$ cat src/rtl/clock_display_scan.sv
// rtl/clock_display_scan.sv - six-digit multiplexed seven-segment scanner for HH.MM.SS with field blink
module clock_display_scan #(
   parameter int SCAN_DIV  = 50000,
   parameter int BLINK_DIV = 25000000
) (
   input  logic       i_clk,
   input  logic       i_reset,
   input  logic [5:0] i_count_h,
   input  logic [5:0] i_count_m,
   input  logic [5:0] i_count_s,
   input  logic       i_mode,
   input  logic       i_set,
   input  logic       i_hour,
   input  logic       i_min,
   input  logic       i_sec,
   output logic [5:0] o_an,
   output logic [6:0] o_seg,
   output logic       o_dp
);

   localparam int SW = (SCAN_DIV  > 2) ? $clog2(SCAN_DIV)  : 1;
   localparam int BW = (BLINK_DIV > 2) ? $clog2(BLINK_DIV) : 1;
   localparam logic [SW-1:0] SCAN_LAST  = SW'(SCAN_DIV - 1);
   localparam logic [BW-1:0] BLINK_LAST = BW'(BLINK_DIV - 1);

   logic [SW-1:0] r_scnt;
   logic [2:0]    r_idx;
   logic [BW-1:0] r_bcnt;
   logic          r_blink_on;
   logic [5:0]    r_snap_h, r_snap_m, r_snap_s;
   logic [5:0]    r_an;
   logic [6:0]    r_seg;
   logic          r_dp;

   logic [5:0] w_val;
   logic [3:0] w_tens, w_ones, w_digit;
   logic       w_sel, w_blank, w_sep;
   logic [5:0] w_an;
   logic [6:0] w_seg;

   function automatic logic [3:0] f_tens(input logic [5:0] v);
      if      (v >= 6'd60) return 4'd6;
      else if (v >= 6'd50) return 4'd5;
      else if (v >= 6'd40) return 4'd4;
      else if (v >= 6'd30) return 4'd3;
      else if (v >= 6'd20) return 4'd2;
      else if (v >= 6'd10) return 4'd1;
      else                 return 4'd0;
   endfunction

   function automatic logic [6:0] f_seg(input logic [3:0] d);
      case (d)
         4'd0:    return 7'b1000000;
         4'd1:    return 7'b1111001;
         4'd2:    return 7'b0100100;
         4'd3:    return 7'b0110000;
         4'd4:    return 7'b0011001;
         4'd5:    return 7'b0010010;
         4'd6:    return 7'b0000010;
         4'd7:    return 7'b1111000;
         4'd8:    return 7'b0000000;
         4'd9:    return 7'b0010000;
         default: return 7'b1111111;
      endcase
   endfunction

   always_comb begin
      w_val = r_snap_s;
      w_sel = i_sec;
      case (r_idx)
         3'd0, 3'd1: begin w_val = r_snap_h; w_sel = i_hour; end
         3'd2, 3'd3: begin w_val = r_snap_m; w_sel = i_min;  end
         default:    begin w_val = r_snap_s; w_sel = i_sec;  end
      endcase
      w_tens  = f_tens(w_val);
      w_ones  = 4'(w_val - 6'(w_tens * 4'd10));
      w_digit = r_idx[0] ? w_ones : w_tens;
      w_seg   = f_seg(w_digit);
      // Slot start is blanked so the previous digit's segments never ghost onto the next anode
      w_blank = (r_scnt == '0) || (i_set && !r_blink_on && w_sel);
      w_sep   = (r_idx == 3'd1) || (r_idx == 3'd3) || (!i_mode && r_idx == 3'd5);
      w_an    = w_blank ? 6'b111111 : ~(6'b100000 >> r_idx);
   end

   always_ff @(posedge i_clk) begin
      if (i_reset) begin
         r_scnt     <= '0;
         r_idx      <= 3'd0;
         r_bcnt     <= '0;
         r_blink_on <= 1'b1;
         r_snap_h   <= 6'd0;
         r_snap_m   <= 6'd0;
         r_snap_s   <= 6'd0;
         r_an       <= 6'b111111;
         r_seg      <= 7'b1111111;
         r_dp       <= 1'b1;
      end else begin
         r_an  <= w_an;
         r_seg <= w_seg;
         r_dp  <= w_blank ? 1'b1 : !w_sep;

         if (r_scnt == SCAN_LAST) begin
            r_scnt <= '0;
            r_idx  <= (r_idx == 3'd5) ? 3'd0 : r_idx + 3'd1;
            // Latch at the very end of a frame so each frame shows one coherent time
            if (r_idx == 3'd5) begin
               r_snap_h <= i_count_h;
               r_snap_m <= i_count_m;
               r_snap_s <= i_count_s;
            end
         end else begin
            r_scnt <= r_scnt + 1'b1;
         end

         if (!i_set) begin
            r_bcnt     <= '0;
            r_blink_on <= 1'b1;
         end else if (r_bcnt == BLINK_LAST) begin
            r_bcnt     <= '0;
            r_blink_on <= !r_blink_on;
         end else begin
            r_bcnt <= r_bcnt + 1'b1;
         end
      end
   end

   assign o_an  = r_an;
   assign o_seg = r_seg;
   assign o_dp  = r_dp;

endmodule

$ cat config.mk
export PLATFORM = sky130hd
export DESIGN_NAME = clock_display_scan
export DESIGN_NICKNAME = d
export VERILOG_FILES = /design/src/rtl/clock_display_scan.sv
export SDC_FILE = /design/constraint.sdc
export NUM_CORES = 1
export LEC_CHECK = 0
export BUFFER_PORTS_ARGS = -buffer_cell sky130_fd_sc_hd__buf_2
export CORE_UTILIZATION = 48
export DETAILED_ROUTE_END_ITERATION = 8
export PLACE_DENSITY = 0.7
export SYNTH_ARGS = -nofsm -noshare
export SYNTH_HDL_FRONTEND = slang
export SYNTH_SLANG_ARGS = --single-unit
$ cat constraint.sdc
create_clock -name i_clk -period 5.04 [get_ports i_clk]
set_clock_uncertainty 0.05 [all_clocks]
set_input_delay 0.252 -clock i_clk [delete_from_list [all_inputs] [get_ports i_clk]]
set_output_delay 0.252 -clock i_clk [all_outputs]
set_load 0.02 [all_outputs]
=== Word level (Yosys, flattened, before mapping) ===
Memory sizes are Yosys's and may differ from the RTL's. A register that Yosys moved wholly into a read port is not among the register bits.
Index checks and enable logic that the tools add are counted.

* Register bits after elaboration: 70
* Bits in latches: 0
* RAM bits: 0
* Bits in read-only memories: 112
* Bits of input ports: 25
* Output and inout bits: 14
* Logic and storage cells: 58
* Memories kept: 1

* $add $sub $neg: 4
* $mul: 1
* Divide/modulo/power cells: 0
* Order comparisons: 6
* Equal/unequal tests: 6
* Shift operators: 1
* Multiplexer cells: 10
* Bitwise logic cells: 2
* Reduce and logical (&&, ||, !) cells: 18

{| class="wikitable"
|+ Memory list
! name !! words !! bits a word !! read ports !! clocked after memory_dff !! write ports !! RTL line !! source
|-
| (no name shown) || 16 || 7 || 1 || 1 || 0 || 52 || <nowiki>case (d)</nowiki>
|}

{| class="wikitable"
|+ Operators with widths
! cell !! count
|-
| $add A25 B1 Y25 const B || 1
|-
| $eq A25 B25 Y1 const B || 1
|-
| $ge A6 B6 Y1 const B || 3
|-
| $add A16 B1 Y16 const B || 1
|-
| $eq A16 B16 Y1 const B || 1
|-
| $logic_not A16 Y1 || 1
|-
| $ge A6 B5 Y1 const B || 2
|-
| $mux W3 || 4
|-
| $pmux W6 S2 || 1
|-
| $reduce_or A2 Y1 || 5
|-
| $eq A3 B2 Y1 const B || 2
|-
| $ge A6 B4 Y1 const B || 1
|-
| $not A6 Y6 || 1
|-
| $shr A6 B3 Y6 const A || 1
|-
| $mux W2 || 2
|-
| $mux W4 || 1
|-
| $sub A4 B4 Y4 || 1
|-
| $add A3 B1 Y3 const B || 1
|-
| $eq A3 B1 Y1 const B || 1
|-
| $eq A3 B3 Y1 const B || 1
|-
| $logic_and A1 B1 Y1 || 3
|-
| $logic_not A1 Y1 || 3
|-
| $logic_not A3 Y1 || 1
|-
| $logic_or A1 B1 Y1 || 3
|-
| 6 further kinds || 6
|}

=== Longest topological paths before layout ===
Gate-level depths: netlist (run 1).

* Word-level depth: 13
* Mapped depth: 19
* Mapped depth without buffers: 16

=== Worst setup path after synthesis (run 1) ===
OpenSTA, ideal clock, no wires.

* Path type: register to register
* Start: register r_idx[0]
* End: register r_seg[4] (netlist: o_seg[4])
* Library setup time: 122 ps
* Arrival: 3792 ps
* Required time: 4868 ps
* Slack: 1077 ps
* Stages on the path, launching flop included: 20
* Buffers on the path: 4
* Clock period less this slack: 3963 ps
* Cell sequence: dfxtp_1 buf_6 clkbuf_1 and2_1 ha_1 buf_2 nor2_2 a221oi_2 inv_1 o22ai_1 a21oi_1 a21oi_1 ha_1 inv_1 fa_1 a21oi_1 clkbuf_1 nand3_1 a21o_1 o311a_1

* Word-level cells in the longest chain between the ends: 13
* Elaborated cells between the ends (all ways): 22
* Classes of those cells: add/sub (1); mul (1); order compare (6); eq/ne (3); mux (8); reduce/logical (3)

{| class="wikitable"
|+ Ends and longest elaborated chain
! what !! RTL line !! source
|-
| from (decl) || 27 || <nowiki>logic [2:0] r_idx;</nowiki>
|-
| from (signal assigned) || 104 || <nowiki>r_idx <= (r_idx == 3'd5) ? 3'd0 : r_idx + 3'd1;</nowiki>
|-
| $eq A3 B2 Y1, or another cell as far along || 70 || <nowiki>case (r_idx)</nowiki>
|-
| $reduce_or A2 Y1 || 70 ||
|-
| $pmux W6 S2 || 70 ||
|-
| $ge A6 B4 Y1 || 47 || <nowiki>else if (v >= 6'd10) return 4'd1;</nowiki>
|-
| $mux W1 || 47 ||
|-
| $mux W2 || 46 || <nowiki>else if (v >= 6'd20) return 4'd2;</nowiki>
|-
| $mux W2 || 45 || <nowiki>else if (v >= 6'd30) return 4'd3;</nowiki>
|-
| $mux W3 || 44 || <nowiki>else if (v >= 6'd40) return 4'd4;</nowiki>
|-
| $mux W3 || 43 || <nowiki>else if (v >= 6'd50) return 4'd5;</nowiki>
|-
| $mux W3 || 42 || <nowiki>if (v >= 6'd60) return 4'd6;</nowiki>
|-
| $mul A3 B3 Y3 || 76 || <nowiki>w_ones = 4'(w_val - 6'(w_tens * 4'd10));</nowiki>
|-
| $sub A4 B4 Y4 || 76 ||
|-
| $mux W4 (*) || 77 || <nowiki>w_digit = r_idx[0] ? w_ones : w_tens;</nowiki>
|-
| to (decl) || 32 || <nowiki>logic [6:0] r_seg;</nowiki>
|}

Every way passes the cells marked *; elsewhere a longest branch is shown, timed or not.
A chain may end at the register's enable or synchronous reset.

=== Worst setup path in the final report (run 1) ===
* Start: register r_idx[1]
* End: register r_seg[0] (netlist: o_seg[0])

* Word-level cells in the longest chain between the ends: 13
* Elaborated cells between the ends (all ways): 22
* Classes of those cells: add/sub (1); mul (1); order compare (6); eq/ne (3); mux (8); reduce/logical (3)

{| class="wikitable"
|+ Ends and longest elaborated chain
! what !! RTL line
|-
| $eq A3 B2 Y1, or another cell as far along || 70
|-
| $reduce_or A2 Y1 || 70
|-
| $pmux W6 S2 (*) || 70
|-
| $ge A6 B4 Y1 || 47
|-
| $mux W1 || 47
|-
| $mux W2 || 46
|-
| $mux W2 || 45
|-
| $mux W3 || 44
|-
| $mux W3 || 43
|-
| $mux W3 || 42
|-
| $mul A3 B3 Y3 || 76
|-
| $sub A4 B4 Y4 || 76
|-
| $mux W4 (*) || 77
|}

Marked as above.

==> run metrics, run 1 <==
status=complete, no violations; critical path type=flop to flop; sequential power share=a little over half; Cells after Synth=~420; Fillers=between 600 and 700; Post-Syn Area=roughly 3600 um^2; Non-Filler Instances=~560; endpoints failing hold=0; initial core utilization=49.5%; crit end category=flop; Data arrival, critical path=about 4.2 ns; placed cells=540; vias in the first global route=roughly 2.6k; average routed wire per standard cell=between 10 and 15 um; clock root buffer=clkbuf_8; Worst VDD drop=0.121 mV; fmax=about 250 MHz; Synth top area share=between 40% and 50%; Max Cap Violations=0; syn_area_per_cell=around 8.6 um^2; clock network power share=43.3%; vias per cell=slightly above 5; TritonCTS Sinks=77; Rows=31; crit-path max cell delay=roughly 0.60 ns; max-slew violations=0; Startpoint Class=flop; setup TNS=0 ns; Critical Path RT=~5.3 ns; Reg clk slew, reported paths=around 0.08 ns; PwrDens=roughly 290 nW/um^2; compound-cell area share of the yosys netlist=13.4%; Area contributors post-synth=dfxtp_1 43%, nand2_1 6.8%, nor2_1 6.3%; hpwl dp=~4900 um; final instance area=about 4100 um^2; Die H=roughly 89 um; mux cell area share after synthesis=between 1 and 1.5%; H-Tree Depth=3; vias=2853; gr usage total=18.9%; Final min period=around 4 ns; Post-synth EDFFs=0; CP Max Fanout=10; Synth Register Bits=77; # DRC=0; RD Place Congestion=between 0.8 and 0.9; DRT Pass-1 Iters=4; ratio of cells with drive above 1 in the final layout=15.3%; fin crit share=about four fifths; Yosys top cell by area=dfxtp_1; xor and xnor area share after synthesis=a little under a tenth; Worst slew margin=48.9%; die area=roughly 8000 um^2; Tot Pwr=approximately 0.0012 W; register area=approximately 1500 um^2; Synth Area in Simple Gates=between 20% and 30%; NumNets Final=488; combinational family with the most area after synthesis=simple AND/OR/NAND/NOR gates; asr flop ratio synth=0%; clock tree buffer depth=2; port buffer count=38; Syn Nets=approximately 450; area grow syn2layout=12.8%; initial antenna violation count=0; die width=~89 um; CTS tree=done; Setup violations, final=0; Sw Ratio=21.5%; first-pass GRT wire length=around 12000 um; area of the multi-input gates=about 1900 um^2; CP Buf/Inv Count=2; CP max stage cell=or4b_4; P_leak=roughly 1.5 nW; IO Pins=39; Cell Area, Placed=3840 um^2; drt first-iter violations=100; Top FF cell, synth=dfxtp_1; hold_buf cts=0; net switching power=around 0.00025 W; Yosys cell types=56; synth warn=0; CP Cell Sequence=and2_1 > ha_1 > nor2_2 > a221oi_2 > inv_1 > o22ai_1 > a21oi_1 > a21oi_1 > ha_1 > inv_1 > fa_1 > or4b_4 > a22o_4 > o211ai_1; # diodes=0; Skew-Pair Late Insertion Delay=approximately 0.34 ns; Core ar.=approximately 7300 um^2; grt total ovfl=0; RSZ-0062 raised after global routing=no; internal power=just over 0.0009 W; # Post-CTS Setup Buffers=0; Routed Antenna Nets=0; CTS Buf Count=9; adder-cell share of the synthesized area=4.32%; Post-Route WL=roughly 6800 um; # resized after CTS=0; Logic pwr share=about 3.5%; HP Class=input pin to flop; worst slew pin tran=0.765 ns; critical path's top delay family=compound AO/OA/AOI/OAI gates; largest net degree at the start of global routing=28; register area share after synthesis=42.9%
logic make-up (layout without fill, tap and decap cells):
kind of cell               count (synthesis)  count (layout)
and+or+nand+nor                          193             193
DFF                                       77              77
buffers and inverters                     31              70
xor gates and xnor gates                  39              39
AOI/OAI and AO/OA                         62              62
muxes                                      4               4
adders and majority gates                 12              12
power by group through the flow:
stage / sequential (W) / clock, W / combinational (W)
after detailed placement: 0.000631 / 0 / 0.0000407
after CTS: 0.000617 / 0.000510 / 0.0000409
after floorplan: 0.000636 / 0 / 0.0000192
after global routing: 0.000618 / 0.000540 / 0.0000455
final: 0.000617 / 0.000501 / 0.0000403
after global placement: 0.000631 / 0 / 0.0000403
routing by layer:
layer	track usage (%)	vias to the layer above	wire length, um
met3	3.64	11	256
met1	27.0	1274	3650
met4	8.94	0	121
li1	-	1503	-
met2	27.6	65	2750
met5	0	-	0
sequential cells by signal, summed over array words and instances (netlist names), 3 cells and up:
| name | flops |
|---|---|
| r_snap_s | 6 |
| r_idx | 3 |
| r_bcnt | 25 |
| r_snap_m | 6 |
| r_snap_h | 6 |
| o_an | 6 |
| r_scnt | 16 |
| o_seg | 7 |
worst register-to-register path, delay by kind of cell (launching register included):
family | cells | cell delay (ns)
buffers and inverters | 2 | 0.21
AO/OA/AOI/OAI | 6 | 1.32
AND/OR/NAND/NOR | 3 | 0.95
adder cells (fa/ha/maj) | 3 | 0.94
flip-flops | 1 | 0.46
area by class of cell:
type / instances / share of cell area [%]
flip-flops and latches: 77 / 38.0
multi-input cells: 310 / 47.3
repair buffers: 40 / 5.06
clock buffers: 10 / 3.15
well taps: 99 / 3.06
inverters: 14 / 1.30
clock inverters: 6 / 2.13
final timing paths:
path / from / end / slack [ns] / depth (start not counted)
max reg2reg: r_idx[1]$_SDFFE_PP0N_ / o_seg[0]$_SDFF_PP1_ / 1.04 / 14
max: r_idx[1]$_SDFFE_PP0N_ / o_seg[0]$_SDFF_PP1_ / 1.04 / 14
min: i_count_h[4] / r_snap_h[4]$_SDFFE_PP0P_ / 0.1 / 3
min reg2reg: r_bcnt[0]$_SDFF_PP0_ / r_bcnt[0]$_SDFF_PP0_ / 0.40 / 1
through the flow:
step / util (%) / worst slack, ns / hold WS [ns]
3_5_place_dp: 52.9 / 1.10 / 0.392
5_1_grt: 55.9 / 0.682 / 0.0912
3_3_place_gp: 52.9 / 1.23 / 0.381
4_1_cts: 55.9 / 1.08 / 0.0857
2_1_floorplan: - / 1.08 / 0.342
6_report: 55.9 / 1.04 / 0.0986
cell usage in the layout (no fill, tap or decap), types with 3 or more instances in the layout:
cell type,Yosys,layout
dfxtp_1,77,77
nand2_1,65,65
nor2_1,60,60
buf_2,1,38
a21oi_1,25,25
xor2_1,24,24
nand3_1,19,19
xnor2_1,15,15
inv_1,13,13
ha_1,10,10
clkbuf_8,0,9
nand4_1,8,8
and3_1,7,7
and2_1,6,6
o211ai_1,6,6
a221o_1,4,4
nor4_1,4,4
and4_1,4,4
mux2i_1,4,4
a221oi_2,3,3
nor3_1,3,3
nand2b_1,3,3
cell usage after synthesis (3+ instances only):
master	number
dfxtp_1	77
nand2_1	65
nor2_1	60
a21oi_1	25
xor2_1	24
nand3_1	19
xnor2_1	15
clkbuf_1	13
inv_1	13
ha_1	10
nand4_1	8
and3_1	7
and2_1	6
o211ai_1	6
a221o_1	4
and4_1	4
mux2i_1	4
nor4_1	4
a221oi_2	3
nand2b_1	3
nor3_1	3
Note: power is estimated with default switching activity, not from simulation.
==> inputs of run 2 (changes only) <==
--- a/config.mk
+++ b/config.mk
@@ -8,7 +8,7 @@
 export BUFFER_PORTS_ARGS = -buffer_cell sky130_fd_sc_hd__buf_2
 export CORE_UTILIZATION = 48
 export DETAILED_ROUTE_END_ITERATION = 8
-export PLACE_DENSITY = 0.7
+export PLACE_DENSITY = 0.73
 export SYNTH_ARGS = -nofsm -noshare
 export SYNTH_HDL_FRONTEND = slang
 export SYNTH_SLANG_ARGS = --single-unit
==> constraint.sdc (replaced) <==
create_clock -name i_clk -period 3.4 [get_ports i_clk]
set_clock_uncertainty 0.05 [all_clocks]
set_input_delay 0.17 -clock i_clk [delete_from_list [all_inputs] [get_ports i_clk]]
set_output_delay 0.17 -clock i_clk [all_outputs]
set_load 0.02 [all_outputs]
==> run metrics, run 2 (synthesized netlist as in run 1, its figures left out) <==
die width=88.5 um (unchanged); Final min period=3.34 ns (-0.663 ns); worst reg-to-reg path cell count=13 (-1); most frequent CP cell=a21oi_2; Setup violations, final=0 (unchanged); Fin Hold WS=0.0227 ns (-0.0759 ns); Worst VDD drop=0.259 mV (+110%); # diodes=0 (unchanged); reg-to-reg slack, setup=0.06 ns (-0.98 ns); setup TNS=0 ns (unchanged); clock root buffer=clkbuf_8; PwrDens=380 nW/um^2 (+33%); Skew-Pair Late Insertion Delay=0.34 ns (about the same); Rows=31 (unchanged); vias=2938 (+3.0%); final worst setup slack=0.0614 ns (-0.977 ns); crit end category=flop; CTS tree=done; dpl ws=-0.00785 ns (-1.10 ns); commonest non-fill, non-tap cell in the layout=dfxtp_1; Non-Filler Instances=573 (+3.1%); Routed Antenna Nets=0 (unchanged); CP Max Fanout=5 (-5); r2r startpoint=r_idx[1]$_SDFFE_PP0N_; NumNets Final=506 (+3.7%); Hold Crit Depth=3 (unchanged); port buffer count=38 (unchanged); Hold Crit Endpoint=r_snap_h[5]$_SDFFE_PP0P_; Reg clk slew, reported paths=0.08 ns (about the same); grt total ovfl=0 (unchanged); initial antenna violation count=0 (unchanged); Tot Pwr=0.00164 W (+41%); Critical Path RT=3.61 ns (-1.64 ns); CTS Buf Count=9 (unchanged); initial core utilization=49.5% (unchanged); P_leak=1.61 nW (+6.2%); Core ar.=7250 um^2 (unchanged); CP max stage cell=or4b_4; worst slew pin tran=0.752 ns (-0.0131 ns); Biggest register=r_bcnt; Post-Route WL=7130 um (+5.1%); TritonCTS Sinks=77 (unchanged); fin crit share=98.2% (+19 points); CP Cell Sequence=and2_4 > ha_4 > or2_4 > a221o_1 > nor2_2 > a21oi_2 > a21oi_2 > ha_2 > inv_2 > fa_2 > or4b_4 > a22o_4 > o211ai_1; hpwl dp=5050 um (+3.6%); max reg flops=25 (unchanged); average routed wire per standard cell=12.4 um (+2.0%); Worst slew margin=49.8% (+0.88 points); # DRC=0 (unchanged); first-pass GRT wire length=11700 um (+0.24%); r2r endpoint=o_seg[3]$_SDFF_PP1_; vias per cell=5.13 (about the same); placed cells=551 (+2.0%); max-slew violations=0 (unchanged); ratio of cells with drive above 1 in the final layout=22.6% (+7.3 points); RD Place Congestion=0.899 (+6.9%); drt first-iter violations=95 (-5.0%); DRT Pass-1 Iters=4 (unchanged); die area=7840 um^2 (unchanged); HP Class=input pin to flop; Max Cap Violations=0 (unchanged); hold_sp=i_count_h[5]; critical path type=flop to flop; clock tree buffer depth=2 (unchanged); vias in the first global route=2621 (+0.19%); Data arrival, critical path=3.55 ns (-0.66 ns); RSZ-0062 raised after global routing=yes; Startpoint Class=flop; most frequent cells in the layout=75 x dfxtp_1, 64 x nand2_1, 59 x nor2_1; gr usage total=19.0% (+0.032 points); crit-path max cell delay=0.57 ns (-0.03 ns); Die H=88.5 um (unchanged); fmax=300 MHz (+20%); endpoints failing hold=0 (unchanged); IO Pins=39 (unchanged); largest net degree at the start of global routing=28 (unchanged); area grow syn2layout=19.7%; status=complete, no violations; H-Tree Depth=3 (unchanged)
-- run 2: how the worst max path moves through the flow --
stage	from	cells past startpoint	slack, ns	endpoint
after global placement	r_idx[2]$_SDFFE_PP0N_	13	0.10	o_seg[5]$_SDFF_PP1_
after floorplan	r_idx[0]$_SDFFE_PP0N_	16	-0.12	o_seg[1]$_SDFF_PP1_
after detailed placement	r_idx[2]$_SDFFE_PP0N_	13	-0.008	o_seg[3]$_SDFF_PP1_
after CTS	r_idx[2]$_SDFFE_PP0N_	13	0.06	o_seg[3]$_SDFF_PP1_
after global routing	r_idx[1]$_SDFFE_PP0N_	13	-0.06	o_seg[3]$_SDFF_PP1_
final	r_idx[1]$_SDFFE_PP0N_	13	0.06	o_seg[3]$_SDFF_PP1_
-- run 2: routing by layer --
metal	track usage, %	up-vias	routed length, um
met3	4.38	7	231
li1	-	1534	-
met1	26.3	1350	3640
met2	29.4	47	3160
met5	0	-	0
met4	5.87	0	91
-- run 2: power breakdown --
part	switching [W]	internal, W
clock	0.000327	0.000335
sequential	0.00000444	0.000909
combinational	0.0000361	0.0000237
total	0.000368	0.00127
-- run 2: layout make-up --
| cell class | count | area [um^2] |
|---|---|---|
| Timing Repair Buffer | 58 | 357 |
| Tap cell | 99 | 124 |
| Clock inverter | 6 | 63.8 |
| Sequential cell | 77 | 1550 |
| Fill cell | 645 | 2950 |
| Clock buffer | 9 | 124 |
| Multi-Input combinational cell | 310 | 2040 |
| Inverter | 14 | 52.6 |
-- run 2: timing repair --
item	4_1_cts	5_1_grt
pin swaps	0	5
resized for setup	1	13
hold buffers	0	0
setup endpoints to repair	5	7
buffers inserted	0	7
endpoints found under the hold margin	0	0
-- run 2: critical path, delay by kind of cell, from the launching register on --
kind	cells	cell delay (ns)
AO/OA/AOI/OAI	5	0.99
adder cells (fa/ha/maj)	3	0.73
buffers and inverters	1	0.04
flip-flops	1	0.33
AND/OR/NAND/NOR	4	1.13
-- run 2: metrics by stage --
| step | cell area, um^2 | util, % |
|---|---|---|
| 6_report | 4300 | 59.3 |
| 5_1_grt | 4300 | 59.3 |
| 3_5_place_dp | 3990 | 55.0 |
| 3_3_place_gp | 3990 | 55.0 |
| 4_1_cts | 4180 | 57.6 |
| 2_1_floorplan | 3680 | - |
